## src/rtl/fetch_pkg.sv

```systemverilog
// Shared types and constants for the LEGv8 instruction-fetch stage.
package fetch_pkg;

  typedef enum logic [1:0] {
    S_IDLE  = 2'd0,
    S_REQ   = 2'd1,
    S_VALID = 2'd2
  } fetch_state_t;

  localparam int INSTR_W = 32;
  localparam int OP_MSB  = 31;
  localparam int OP_LSB  = 21;
  localparam int PC_INCR = 4;

endpackage

```

## src/rtl/pc_reg.sv

```systemverilog
// Program counter register: async active-low reset to RESET_PC, loads d when load=1.
module pc_reg #(
  parameter int             N        = 64,
  parameter logic [N-1:0]   RESET_PC = '0
) (
  input  logic         clk,
  input  logic         reset,
  input  logic         load,
  input  logic [N-1:0] d,
  output logic [N-1:0] q
);

  logic [N-1:0] pc_r;

  // PC storage; holds its value unless a new PC is loaded
  always_ff @(posedge clk or negedge reset) begin
    if (!reset) begin
      pc_r <= RESET_PC;
    end else if (load) begin
      pc_r <= d;
    end else begin
      pc_r <= pc_r;
    end
  end

  assign q = pc_r;

endmodule

```

## src/rtl/fetch_stage.sv

```systemverilog
// LEGv8 fetch stage: PC, single-outstanding req/ack fetch from instruction memory,
// registered instruction handed to decode over valid/ready, with branch redirection on retire.
module fetch_stage
  import fetch_pkg::*;
#(
  parameter int           N        = 64,
  parameter logic [N-1:0] RESET_PC = '0,
  parameter int           CNT_W    = 32
) (
  input  logic               clk,
  input  logic               reset,
  output logic               imem_req,
  output logic [N-1:0]       imem_addr,
  input  logic               imem_ack,
  input  logic [INSTR_W-1:0] imem_rdata,
  output logic               id_valid,
  input  logic               id_ready,
  input  logic               pc_src,
  input  logic [N-1:0]       pc_branch,
  output logic [INSTR_W-1:0] instr,
  output logic [10:0]        Op,
  output logic [N-1:0]       pc_out,
  output logic [CNT_W-1:0]   instr_count
);

  if (RESET_PC[1:0] != 2'b00) begin : g_bad_reset_pc
    $error("fetch_stage: RESET_PC must be word-aligned");
  end

  localparam logic [N-1:0] WORD_MASK = ~{{(N-2){1'b0}}, 2'b11};

  fetch_state_t       state_r;
  fetch_state_t       state_next_s;
  logic               imem_req_r;
  logic               id_valid_r;
  logic [INSTR_W-1:0] instr_r;
  logic [N-1:0]       pc_out_r;
  logic [CNT_W-1:0]   instr_count_r;
  logic [N-1:0]       pc_s;
  logic [N-1:0]       pc_next_s;
  logic               pc_load_s;
  logic               fetch_done_s;
  logic               retire_s;

  pc_reg #(
    .N        (N),
    .RESET_PC (RESET_PC)
  ) u_pc (
    .clk   (clk),
    .reset (reset),
    .load  (pc_load_s),
    .d     (pc_next_s),
    .q     (pc_s)
  );

  // Next-state, next-PC select and transfer strobes
  always_comb begin
    state_next_s = state_r;
    pc_load_s    = 1'b0;
    pc_next_s    = pc_s + N'(PC_INCR);
    fetch_done_s = 1'b0;
    retire_s     = 1'b0;
    case (state_r)
      S_IDLE: begin
        state_next_s = S_REQ;
      end
      S_REQ: begin
        if (imem_ack) begin
          fetch_done_s = 1'b1;
          pc_load_s    = 1'b1;
          state_next_s = S_VALID;
        end else begin
          state_next_s = S_REQ;
        end
      end
      S_VALID: begin
        if (id_ready) begin
          retire_s     = 1'b1;
          state_next_s = S_REQ;
          // A taken branch overrides the sequential PC already loaded on fetch
          if (pc_src) begin
            pc_load_s = 1'b1;
            pc_next_s = pc_branch & WORD_MASK;
          end else begin
            pc_load_s = 1'b0;
          end
        end else begin
          state_next_s = S_VALID;
        end
      end
      default: begin
        state_next_s = S_IDLE;
      end
    endcase
  end

  // State register with handshake outputs registered from the next state
  always_ff @(posedge clk or negedge reset) begin
    if (!reset) begin
      state_r    <= S_IDLE;
      imem_req_r <= 1'b0;
      id_valid_r <= 1'b0;
    end else begin
      state_r    <= state_next_s;
      imem_req_r <= (state_next_s == S_REQ);
      id_valid_r <= (state_next_s == S_VALID);
    end
  end

  // Instruction/PC capture on fetch completion, retire counter on handshake
  always_ff @(posedge clk or negedge reset) begin
    if (!reset) begin
      instr_r       <= '0;
      pc_out_r      <= '0;
      instr_count_r <= '0;
    end else begin
      if (fetch_done_s) begin
        instr_r  <= imem_rdata;
        pc_out_r <= pc_s;
      end
      if (retire_s) begin
        instr_count_r <= instr_count_r + CNT_W'(1);
      end
    end
  end

  assign imem_req    = imem_req_r;
  assign imem_addr   = pc_s;
  assign id_valid    = id_valid_r;
  assign instr       = instr_r;
  assign Op          = instr_r[OP_MSB:OP_LSB];
  assign pc_out      = pc_out_r;
  assign instr_count = instr_count_r;

endmodule

```

## config.mk

```make
export PLATFORM = sky130hd
export DESIGN_NAME = fetch_stage
export DESIGN_NICKNAME = d
export VERILOG_FILES = /design/src/rtl/fetch_pkg.sv /design/src/rtl/pc_reg.sv /design/src/rtl/fetch_stage.sv
export SDC_FILE = /design/constraint.sdc
export NUM_CORES = 1
export LEC_CHECK = 0
export CELL_PAD_IN_SITES_DETAIL_PLACEMENT = 0
export CELL_PAD_IN_SITES_GLOBAL_PLACEMENT = 2
export CORE_MARGIN = 2
export CORE_UTILIZATION = 27
export CTS_CLUSTER_SIZE = 25
export DETAILED_ROUTE_END_ITERATION = 6
export PLACE_DENSITY = 0.9
export RECOVER_POWER = 50
export SLEW_MARGIN = 10
export SYNTH_ARGS = -nofsm -noshare
export SYNTH_HDL_FRONTEND = slang
export SYNTH_SLANG_ARGS = --single-unit
```

## constraint.sdc

```tcl
create_clock -name clk -period 2.4 [get_ports clk]
set_input_delay 0.6 -clock clk [delete_from_list [all_inputs] [get_ports clk]]
set_output_delay 0.6 -clock clk [all_outputs]
set_load 0.01 [all_outputs]
```

# Word level (Yosys, flattened, before mapping)
# Index checks and enable logic that the tools add are counted.
[classes] eq_ne=4 addsub=2 muxes=13 n_reduce_logical=1
[ops] cell="$mux W64" n=3
[ops] cell="$add A64 B3 Y64 const B" n=1
[ops] cell="$add A32 B1 Y32 const B" n=1
[ops] cell="$mux W1" n=6
[ops] cell="$pmux W2 S3" n=1
[ops] cell="$eq A2 B1 Y1 const B" n=2
[ops] cell="$eq A2 B2 Y1 const B" n=2
[ops] cell="$mux W2" n=2
[ops] cell="$logic_not A2 Y1" n=1
[ops] cell="$pmux W1 S2" n=1
[word_totals] input_bits=101 reg_bits=196 word_cells=27 output_inout_bits=205

# Logic depth before layout (Yosys ltp)
# Gate-level depths: netlist (run 1).
[logic_depth] depth_word=4 mapped_depth=10

# By module
# From an unflattened synthesis (run 1), not the netlist that was laid out.
[unflattened] cells_unflattened=871 area_unflattened_um2=9907.0
[modules_own_cells] mod="fetch_stage" seq_area_each_um2=3303.2 area_each_um2=7228.2 cells_each=736 n_inst=1
[modules_own_cells] mod="pc_reg" seq_area_each_um2=1601.5 area_each_um2=2678.8 cells_each=135 n_inst=1

# Worst setup path after synthesis (run 1)
# Ideal clock, no wire load.
[synth_path] kind="register to register" startpoint="register u_pc.pc_r[2], in the netlist u_pc.q[2]" endpoint="register u_pc.pc_r[44], in the netlist u_pc.q[44]" required_ps=2276 arrival_time_ps=2054 setup_ps=124 n_path_buf=0 setup_slack_ps=222 period_less_slack_ps=2178 stages_incl_launch_ff=8 cell_sequence="dfrtp_1 ha_1 and3_1 nand3_1 or3_4 nor4b_4 mux2i_1 a211o_1"
[synth_via] elab_chain_len=4
[synth_lines] item="from (decl)" line_no="pc_reg.sv:13" rtl="logic [N-1:0] pc_r;"
[synth_lines] item="from (signal assigned)" line_no="pc_reg.sv:22" rtl="pc_r <= pc_r;"
[synth_lines] item="$add A64 B3 Y64 (*)" line_no="fetch_stage.sv:60" rtl="pc_next_s = pc_s + N'(PC_INCR);"
[synth_lines] item="$mux W64" line_no="fetch_stage.sv:81" rtl="if (pc_src) begin"
[synth_lines] item="$mux W64" line_no="fetch_stage.sv:77" rtl="if (id_ready) begin"
[synth_lines] item="$mux W64 (*)" line_no="fetch_stage.sv:63" rtl="case (state_r)"
# Mark *: on every way between the ends. The rest lies on a longest branch, timed or not.
# A chain may end at the register's enable or synchronous reset.

# Worst setup path after layout (run 1)
[layout_path] startpoint="register u_pc.pc_r[30], in the netlist u_pc.q[30]" endpoint="output port imem_addr[30]"
[layout_rtl] item="to (decl)" line_no="fetch_stage.sv:13" rtl="output logic [N-1:0] imem_addr,"
# No word-level cell between the ends.

==> results of run 1 <==
[layout make-up]
class / instances / area (um2)
Fill cell: 3363 / 19780
Sequential cell: 192 / 4806
Multi-Input combinational cell: 777 / 4080
Timing Repair Buffer: 398 / 3810
Tap cell: 448 / 560.5
Clock buffer: 22 / 464.2
Clock inverter: 8 / 60.06
Inverter: 16 / 60.06
[state kept, by name, summed over array words and instances, names as in the netlist]
register     cells
id_valid         1
imem_req         1
instr           32
instr_count     32
pc_out          62
state_r          2
u_pc.q          62
[cell families (layout without fill, tap and decap cells)]
logic type | after synthesis | in the layout | share of synthesized area
adders and majority gates | 6 | 6 | 0.008120
DFF | 192 | 192 | 0.5197
AOI/OAI and AO/OA | 187 | 187 | 0.1232
other | 1 | 4 | 0.0004056
buffers and inverters | 92 | 444 | 0.04466
and+or+nand+nor | 542 | 542 | 0.2669
xor gates and xnor gates | 31 | 31 | 0.02937
muxes | 7 | 7 | 0.007714
[cell usage in the layout, fill, tap and decap left out, drive strengths merged, types with 7 or more instances in the layout]
cell           instances
a31oi                  8
o21ai                 36
a21oi                 69
or3                    7
nor3                  13
nand4                 22
and3                  22
clkbuf                31
o22ai                 29
buf                   91
xnor2                 21
a2bb2oi               16
nand3                 53
xor2                  10
clkdlybuf4s50        298
and4                  20
nand2                331
inv                   17
nor2                  54
dfrtp                192
[per-stage QoR]
step | utilization | power, uW | setup WS [ns] | instance area [um2] | TNS (ns)
floorplan | - | 8315 | 0.2220 | 9256 | 0
global placement | 0.3976 | 12770 | -0.03591 | 13360 | -0.06581
detailed placement | 0.3976 | 12850 | -0.02944 | 13360 | -0.05066
CTS | 0.4131 | 15600 | 0.1110 | 13890 | 0
global route | 0.4117 | 16420 | 0.03788 | 13840 | 0
finish | 0.4117 | 15360 | 0.1253 | 13840 | 0
[per-layer routing]
metal | track usage | part of all wire | vias up
met4 | 0.05198 | 0.015 | 0
met1 | 0.2480 | 0.46 | 4355
met2 | 0.2960 | 0.47 | 270
met5 | 0 | 0 | -
li1 | - | - | 4305
met3 | 0.04059 | 0.058 | 30
[worst max-delay path by stage]
stage | start | end | depth (start not counted)
floorplan | u_pc.q[2]$_DFFE_PN0N_ | u_pc.q[44]$_DFFE_PN0N_ | 7
global placement | imem_ack | u_pc.q[20]$_DFFE_PN0N_ | 6
detailed placement | imem_ack | u_pc.q[20]$_DFFE_PN0N_ | 6
CTS | u_pc.q[16]$_DFFE_PN0N_ | imem_addr[16] | 2
global route | u_pc.q[3]$_DFFE_PN0N_ | u_pc.q[62]$_DFFE_PN0N_ | 7
finish | u_pc.q[30]$_DFFE_PN0N_ | imem_addr[30] | 1
[where the power goes]
group          internal, uW  switching, uW  total (uW)
Combinational          3680           3690        7370
Sequential             4410            913        5330
Clock                  1370           1290        2660
Total                  9470           5890       15400
==> qor.yml, run 1 <==
post-cts-setup-buffer-count: 0
drc: 0
core_mm2: 0.03362
power.density_mw_per_mm2: 1110
cts_buffers: 17
cp-start-kind: "flop"
yosysTopAreaCellShare: 0.5197
ys_warn_count: 0
grt_pass1_vias: 8843
min_period_over_period: 0.9478
grt_max_degree: 51
start_util: 0.2750
synth_area_mm2: 0.009245
max_stage_delay_ns: 0.63
rsz0062_at_grt: "false"
antenna_found_initial: 0
fin_hold_ws_ns: 0.4367
gp_congestion: 0.8108
crit_chain: "clkdlybuf4s50_1"
period_minus_slack_ns: 2.275
yosys.cell_count.top_type: "nand2_1"
synth_area_leaders: "dfrtp_1, nand2_1, a21oi_1"
slowest_stage: "clkdlybuf4s50_1"
ff2ff_setup_slack_ns: 0.16
slew_viol_final: 0
cp.arrival_ns: 1.67
drt.antenna.violating_nets: 0
timing.max_cap.violations: 0
worst-path-buf-inv: 1
slew_headroom: 0.1077
hp-class: "input port to asynchronous set/reset pin"
status: "complete, no violations"
layout-area-overhead-vs-synth_pct: 49.71
synth_cell_type_count: 53
max_freq_mhz: 439.6
num_rows: 67
clock_latency_ns: 0.45
syn_area_per_cell_um2: 8.738
die_w_um: 189.0
r2r_start: "u_pc.q[9]$_DFFE_PN0N_"
cts.repair.resized: 0
cts_sinks: 192
reg2reg_depth: 6
crit_type: "flop to primary output"
yosysTopAreaCell: "dfrtp_1"
cts_buffer_depth: 2
cp-end-kind: "primary output"
final_nets: 1509
finalHoldViolCount: 0
via_per_inst: 4.815
drt_pre_antenna_iters: 5
dp_hpwl_um: 23930
worst_pin_slew_ns: 1.338
instances_no_fill: 1861
diodes: 0
required_ns: 1.80
leakage_uw: 0.006213
ys_seq_area_frac: 0.5197
cts-root-buf: "clkbuf_16"
cts_hold_buf: 0
grt_usage: 0.1838
wl_per_cell_um: 17.51
grt_pass1_wl_um: 51220
routed_wl_um: 32590
io_buffer_count: 299
crit_family: "buffers and inverters"
ys.flop_type: "dfrtp_1"
fp.dieH_um: 189.0
synth_async_sr_flop_share: 1.000
dieArea_mm2: 0.03574
cts_tree: "built"
dp.cells: 1831
clock_skew_ns: 0.01269
syn_inst: 1058
drtIter0Drc: 599
netlist_top_cells_count: "nand2_1, dfrtp_1, a21oi_1, nor2_1, nand3_1"
drive_gt1_frac: 0.09979
clkTransAtPathRegs_ns: 0.07
io_pins: 306
htree_levels: 4
r2r-end: "u_pc.q[29]$_DFFE_PN0N_"
grt_overflow: 0
cp_max_fo: 7
synth.ff_latch_count: 192
setup_viol: 0
ir_worst_vdd_v: 0.0005347
vias: 8960
synth_edf_count: 0
(Power assumes the default switching activity.)
==> inputs of run 2 (changes only) <==
--- a/config.mk
+++ b/config.mk
@@ -8,10 +8,11 @@
 export CELL_PAD_IN_SITES_DETAIL_PLACEMENT = 0
 export CELL_PAD_IN_SITES_GLOBAL_PLACEMENT = 2
 export CORE_MARGIN = 2
-export CORE_UTILIZATION = 27
+export CORE_UTILIZATION = 36
 export CTS_CLUSTER_SIZE = 25
 export DETAILED_ROUTE_END_ITERATION = 6
-export PLACE_DENSITY = 0.9
+export DONT_BUFFER_PORTS = 1
+export PLACE_DENSITY = 0.86
 export RECOVER_POWER = 50
 export SLEW_MARGIN = 10
 export SYNTH_ARGS = -nofsm -noshare
==> run 2 against run 1 <==
Effect of this change:
- the run now ends with hold timing left
- die area decreased by 25%
- critical path type is now flop to flop
- core utilization increased by 1.2 points
- clock skew rose by 0.0020 ns
- total power down 14%
- final area down 23%
- flip-flop and latch count did not move
- setup slack improved by 0.081 ns
- first-iteration DRC count decreased by 14%
- critical path depth up 7
- sequential power up 9.9%
- hold slack got worse by 0.58 ns
- final cell count shrank 23%
==> qor.yml, run 2 (synthesis results as in run 1) <==
timing.max_cap.violations: 0  # unchanged
num_rows: 58  # -13%
routed_wl_um: 28740  # -12%
wl_per_cell_um: 20.13  # +15%
finalHoldViolCount: 192  # +192
clkTransAtPathRegs_ns: 0.08  # about the same
rsz0062_at_grt: "false"
fin_tns_setup_ns: 0  # unchanged
antenna_found_initial: 2  # +2
max_freq_mhz: 455.8  # +3.7%
total_power_uw: 13180  # -14%
clock_skew_ns: 0.01467  # +0.001985 ns
slew_viol_final: 0  # unchanged
drt_pre_antenna_iters: 5  # unchanged
cp_max_fo: 7  # unchanged
ff2ff_setup_slack_ns: 0.21  # +0.05 ns
crit_family: "simple AND/OR/NAND/NOR gates"
cts_buffer_depth: 2  # unchanged
leakage_uw: 0.005076  # -18%
fp.dieH_um: 164.3  # -13%
cp.arrival_ns: 2.55  # +0.88 ns
layout_commonest_cell: "nand2_1"
final_cell_mix: "nand2_1, dfrtp_1, buf_4"
grt_overflow: 0  # unchanged
final_nets: 1190  # -21%
violations: "hold timing"
status: "finished with violations"
period_minus_slack_ns: 2.194  # -0.08083 ns
required_ns: 2.76  # +0.96 ns
clock_latency_ns: 0.44  # about the same
drtIter0Drc: 518  # -14%
io_buffer_count: 0  # -100%
cts_tree: "built"
slowest_stage: "or3_1"
slew_headroom: 0.5679  # +0.4601
dp_hpwl_um: 20340  # -15%
htree_levels: 4  # unchanged
die_w_um: 164.3  # -13%
cts_buffers: 17  # unchanged
grt_pass1_wl_um: 43760  # -15%
worst_pin_slew_ns: 0.6482  # -0.6902 ns
power.density_mw_per_mm2: 1236  # +11%
drt.antenna.violating_nets: 0  # unchanged
grt_usage: 0.2094  # +0.02565
gp_congestion: 0.7731  # -4.6%
drc: 0  # unchanged
crit_type: "flop to flop"
grt_max_degree: 193  # +280%
cp-start-kind: "flop"
grt_pass1_vias: 7644  # -14%
cts-root-buf: "clkbuf_16"
layout-area-overhead-vs-synth_pct: 15.35
cp-end-kind: "flop"
fin_hold_ws_ns: -0.1466  # -0.5833 ns
crit_chain: "ha_1 > and3_1 > buf_4 > and3_1 > nand3_1 > or3_1 > a21oi_1 > a2bb2oi_1"
worst-path-buf-inv: 1  # unchanged
cts_sinks: 192  # unchanged
setup_viol: 0  # unchanged
ir_worst_vdd_v: 0.0005135  # -4.0%
via_per_inst: 5.382  # +12%
worst_path_most_repeated_cell: "and3_1"
start_util: 0.3671  # +0.09212
core_mm2: 0.02518  # -25%
dieArea_mm2: 0.02698  # -25%
io_pins: 306  # unchanged
min_period_over_period: 0.9141  # -0.03368
hp-class: "input port to asynchronous set/reset pin"
drive_gt1_frac: 0.1141  # +0.01426
vias: 7685  # -14%
max_stage_delay_ns: 0.42  # -0.21 ns
[run 2: cell count changes in the layout (fill, tap and decap cells not counted), moves of 3 or more]
cell	before	now
bufinv_16	0	3
buf_4	83	74
clkbuf_2	5	0
clkbuf_1	6	1
clkinv_8	0	5
buf_12	8	3
clkdlybuf4s50_1	298	0
inv_8	0	3
[run 2: where the power goes]
group | leakage, uW | internal (uW) | switching [uW] | total [uW]
clock | 0.000322 | 1720 | 1450 | 3170
combinational | 0.00227 | 1520 | 2630 | 4150
sequential | 0.00248 | 4410 | 1450 | 5860
[run 2: final timing paths]
check,start,end,cells past startpoint
hold reg to reg,instr[12]$_DFFE_PN0N_,instr[12]$_DFFE_PN0N_,2
setup reg to reg,u_pc.q[3]$_DFFE_PN0N_,u_pc.q[28]$_DFFE_PN0N_,8
hold / removal,reset,instr_count[13]$_DFFE_PN0P_,0
setup / recovery,u_pc.q[3]$_DFFE_PN0N_,u_pc.q[28]$_DFFE_PN0N_,8
max in group asynchronous,reset,instr[26]$_DFFE_PN0N_,0
min in group clk,imem_rdata[24],instr[24]$_DFFE_PN0N_,2
[run 2: final cells by class]
type / count / area [um2]
fillers: 2537 / 14520
flip-flops and latches: 192 / 4805
multi-input cells: 777 / 4085
repair buffers: 79 / 630.6
clock buffers: 17 / 425.4
well taps: 330 / 412.9
clock inverters: 15 / 240.2
inverters: 16 / 60.06
diodes: 2 / 5.005
[run 2: metal layers]
metal,share of wire,track usage,vias to the layer above,routed length (um)
li1,-,-,3669,-
met1,0.43,0.2679,3744,12300
met2,0.48,0.3435,256,13780
met3,0.084,0.07071,16,2400
met4,0.0091,0.04545,0,262
met5,0,0,-,0
[run 2: repair_timing]
action,in CTS,in global routing
endpoints found under the setup margin,0,8
gates resized for setup,0,2
endpoints found under the hold margin,192,192
setup buffers,0,1
[run 2: through the flow]
step                utilization  hold slack [ns]  instance area (um2)  instances  worst slack, ns
global placement         0.3965           0.3085                 9985       1393           0.1796
detailed placement       0.3965           0.3087                 9985       1393           0.1586
floorplan                     -           0.3044                 9256       1061           0.2220
global route             0.4235          -0.1887                10660       1428         0.005968
finish                   0.4235          -0.1466                10660       1428           0.2061
CTS                      0.4229          -0.1703                10650       1425           0.1375
==> inputs of run 3 (changes only) <==
--- a/config.mk
+++ b/config.mk
@@ -7,7 +7,7 @@
 export LEC_CHECK = 0
 export CELL_PAD_IN_SITES_DETAIL_PLACEMENT = 0
 export CELL_PAD_IN_SITES_GLOBAL_PLACEMENT = 2
-export CORE_MARGIN = 2
+export CORE_MARGIN = 5
 export CORE_UTILIZATION = 36
 export CTS_CLUSTER_SIZE = 25
 export DETAILED_ROUTE_END_ITERATION = 6
==> run 3 against run 2 <==
Effect of this change:
- the flow still finishes with violations (hold timing)
- core utilization shrank 0.18 points
- hold slack lost 0.014 ns
- global-route usage shrank 0.71 points
- critical path type unchanged
- critical endpoint is now u_pc.q[29]$_DFFE_PN0N_
- highest routed layer unchanged
==> qor.yml, run 3 (synthesis results as in run 1) <==
status: "finished with violations"
violations: "hold timing"
core_mm2: 0.02525  # +0.29%
cp_max_fo: 6  # -1
placed_cell_area_mm2: 0.01001  # +0.23%
drc: 0  # unchanged
final_util: 0.4217  # -0.001762
grt_usage: 0.2023  # -0.007097
io_buffer_count: 0  # unchanged
p_seq_frac: 0.448  # +0.004
fp.dieH_um: 170.3  # +3.7%
drive_gt1_frac: 0.1125  # -0.001517
dp.cells: 1391  # -0.14%
routed_wl_um: 29870  # +3.9%
cp-start-kind: "flop"
required_ns: 2.71  # -0.05 ns
hp-class: "input port to asynchronous set/reset pin"
crit_chain: "and4_1 > and3_1 > nand4_1 > nor4_1 > a31oi_1 > o22a_1"
power.density_mw_per_mm2: 1239  # +0.23%
start_util: 0.3661  # -0.001055
fin_tns_setup_ns: 0  # unchanged
swShare: 0.4276  # +0.008063
num_rows: 58  # unchanged
multi_input_area_mm2: 0.004086  # about the same
grt_pass1_wl_um: 46210  # +5.6%
layout_commonest_cell: "nand2_1"
ir_worst_vdd_v: 0.0004719  # -8.1%
drt_pre_antenna_iters: 5  # unchanged
max_freq_mhz: 447.9  # -1.7%
cts_tree: "built"
wl_per_cell_um: 20.99  # +4.3%
antenna_found_initial: 0  # -2
finalHoldViolCount: 192  # unchanged
slew_viol_final: 0  # unchanged
slowest_stage: "dfrtp_1"
drt.antenna.violating_nets: 0  # unchanged
diodes: 0  # -2
p_int_uw: 7552  # -1.3%
cts_buffers: 17  # unchanged
clkTransAtPathRegs_ns: 0.08  # about the same
gp_congestion: 0.7869  # +1.8%
cp-end-kind: "flop"
die_w_um: 170.3  # +3.7%
clock_skew_ns: 0.01980  # +0.005129 ns
clkPwrFrac: 0.235  # -0.005
grt_pass1_vias: 7717  # +0.95%
setup_viol: 0  # unchanged
p_sw_uw: 5641  # +2.0%
rsz0062_at_grt: "false"
period_minus_slack_ns: 2.233  # +0.03871 ns
drtIter0Drc: 538  # +3.9%
via_per_inst: 5.426  # +0.82%
leakage_uw: 0.005061  # -0.30%
worst_pin_slew_ns: 0.6293  # -0.01884 ns
final_cell_area_mm2: 0.01065  # -0.13%
grt_max_degree: 193  # unchanged
post-cts-setup-buffer-count: 0  # unchanged
final_nets: 1187  # -0.25%
total_power_uw: 13190  # +0.10%
grt_overflow: 0  # unchanged
cts_sinks: 192  # unchanged
slew_headroom: 0.5794  # +0.01155
timing.max_cap.violations: 0  # unchanged
n_fill_cell: 2558  # +0.83%
final_cell_mix: "nand2_1, dfrtp_1, buf_4"
fin_hold_ws_ns: -0.1605  # -0.01391 ns
clock_latency_ns: 0.44  # about the same
io_pins: 306  # unchanged
regArea_mm2: 0.004805  # unchanged
cts_buffer_depth: 2  # unchanged
htree_levels: 4  # unchanged
cp.arrival_ns: 2.54  # about the same
dieArea_mm2: 0.02899  # +7.4%
pwr-share-comb: 0.316  # about the same
crit_type: "flop to flop"
vias: 7721  # +0.47%
instances_no_fill: 1423  # -0.35%
dp_hpwl_um: 21360  # +5.0%
max_stage_delay_ns: 0.42  # about the same
cts-root-buf: "clkbuf_16"
min_period_over_period: 0.9302  # +0.01613
layout-area-overhead-vs-synth_pct: 15.20
[run 3: worst paths after layout]
kind	from	endpoint	slack, ns	cells after the start
setup / recovery	u_pc.q[4]$_DFFE_PN0N_	u_pc.q[29]$_DFFE_PN0N_	0.17	6
hold / removal	reset	instr_count[13]$_DFFE_PN0P_	-0.16	0
setup reg to reg	u_pc.q[4]$_DFFE_PN0N_	u_pc.q[29]$_DFFE_PN0N_	0.17	6
hold reg to reg	instr[13]$_DFFE_PN0N_	instr[13]$_DFFE_PN0N_	0.55	2
max in group asynchronous	reset	u_pc.q[55]$_DFFE_PN0N_	2.17	0
min in group clk	imem_rdata[26]	instr[26]$_DFFE_PN0N_	0.26	2
[run 3: cell type report]
type                       instances  share of cell area
sequential                       192              0.4511
multi-input combinational        777              0.3837
timing repair buffer              76             0.06062
clock buffer                      17             0.03994
tap                              330             0.03877
clock inverter                    15             0.02021
inverter                          16            0.005639
[run 3: critical path: cells and delay by family (launching register included)]
family / cells / cell delay, ns
flip-flops: 1 / 0.42
AND/OR/NAND/NOR: 4 / 1.33
AO/OA/AOI/OAI: 2 / 0.35
[run 3: per-layer routing]
metal	GRT usage	routed length [um]	up-vias	share of wire
met5	0	0	-	0
li1	-	-	3664	-
met4	0.04167	240	0	0.0080
met1	0.2647	12800	3780	0.43
met3	0.06829	2560	16	0.086
met2	0.3289	14270	261	0.48
[run 3: through the flow]
stage,setup WS (ns),hold WS (ns)
2_1_floorplan,0.2220,0.3044
3_3_place_gp,0.2030,0.3093
3_5_place_dp,0.1347,0.3096
4_1_cts,0.09469,-0.1726
5_1_grt,0.02982,-0.1909
6_report,0.1674,-0.1605
[run 3: power groups by stage]
stage | Clock [uW] | Sequential (uW) | Combinational (uW)
4_1_cts | 3180 | 5940 | 4240
6_report | 3110 | 5910 | 4180
2_1_floorplan | 0 | 5930 | 2380
3_5_place_dp | 0 | 6000 | 4230
5_1_grt | 3320 | 6080 | 4720
3_3_place_gp | 0 | 5980 | 4150
[run 3: repair_timing]
action,in CTS,in global routing
hold endpoints to repair,192,192
gates resized for setup,0,3
endpoints found under the setup margin,0,5
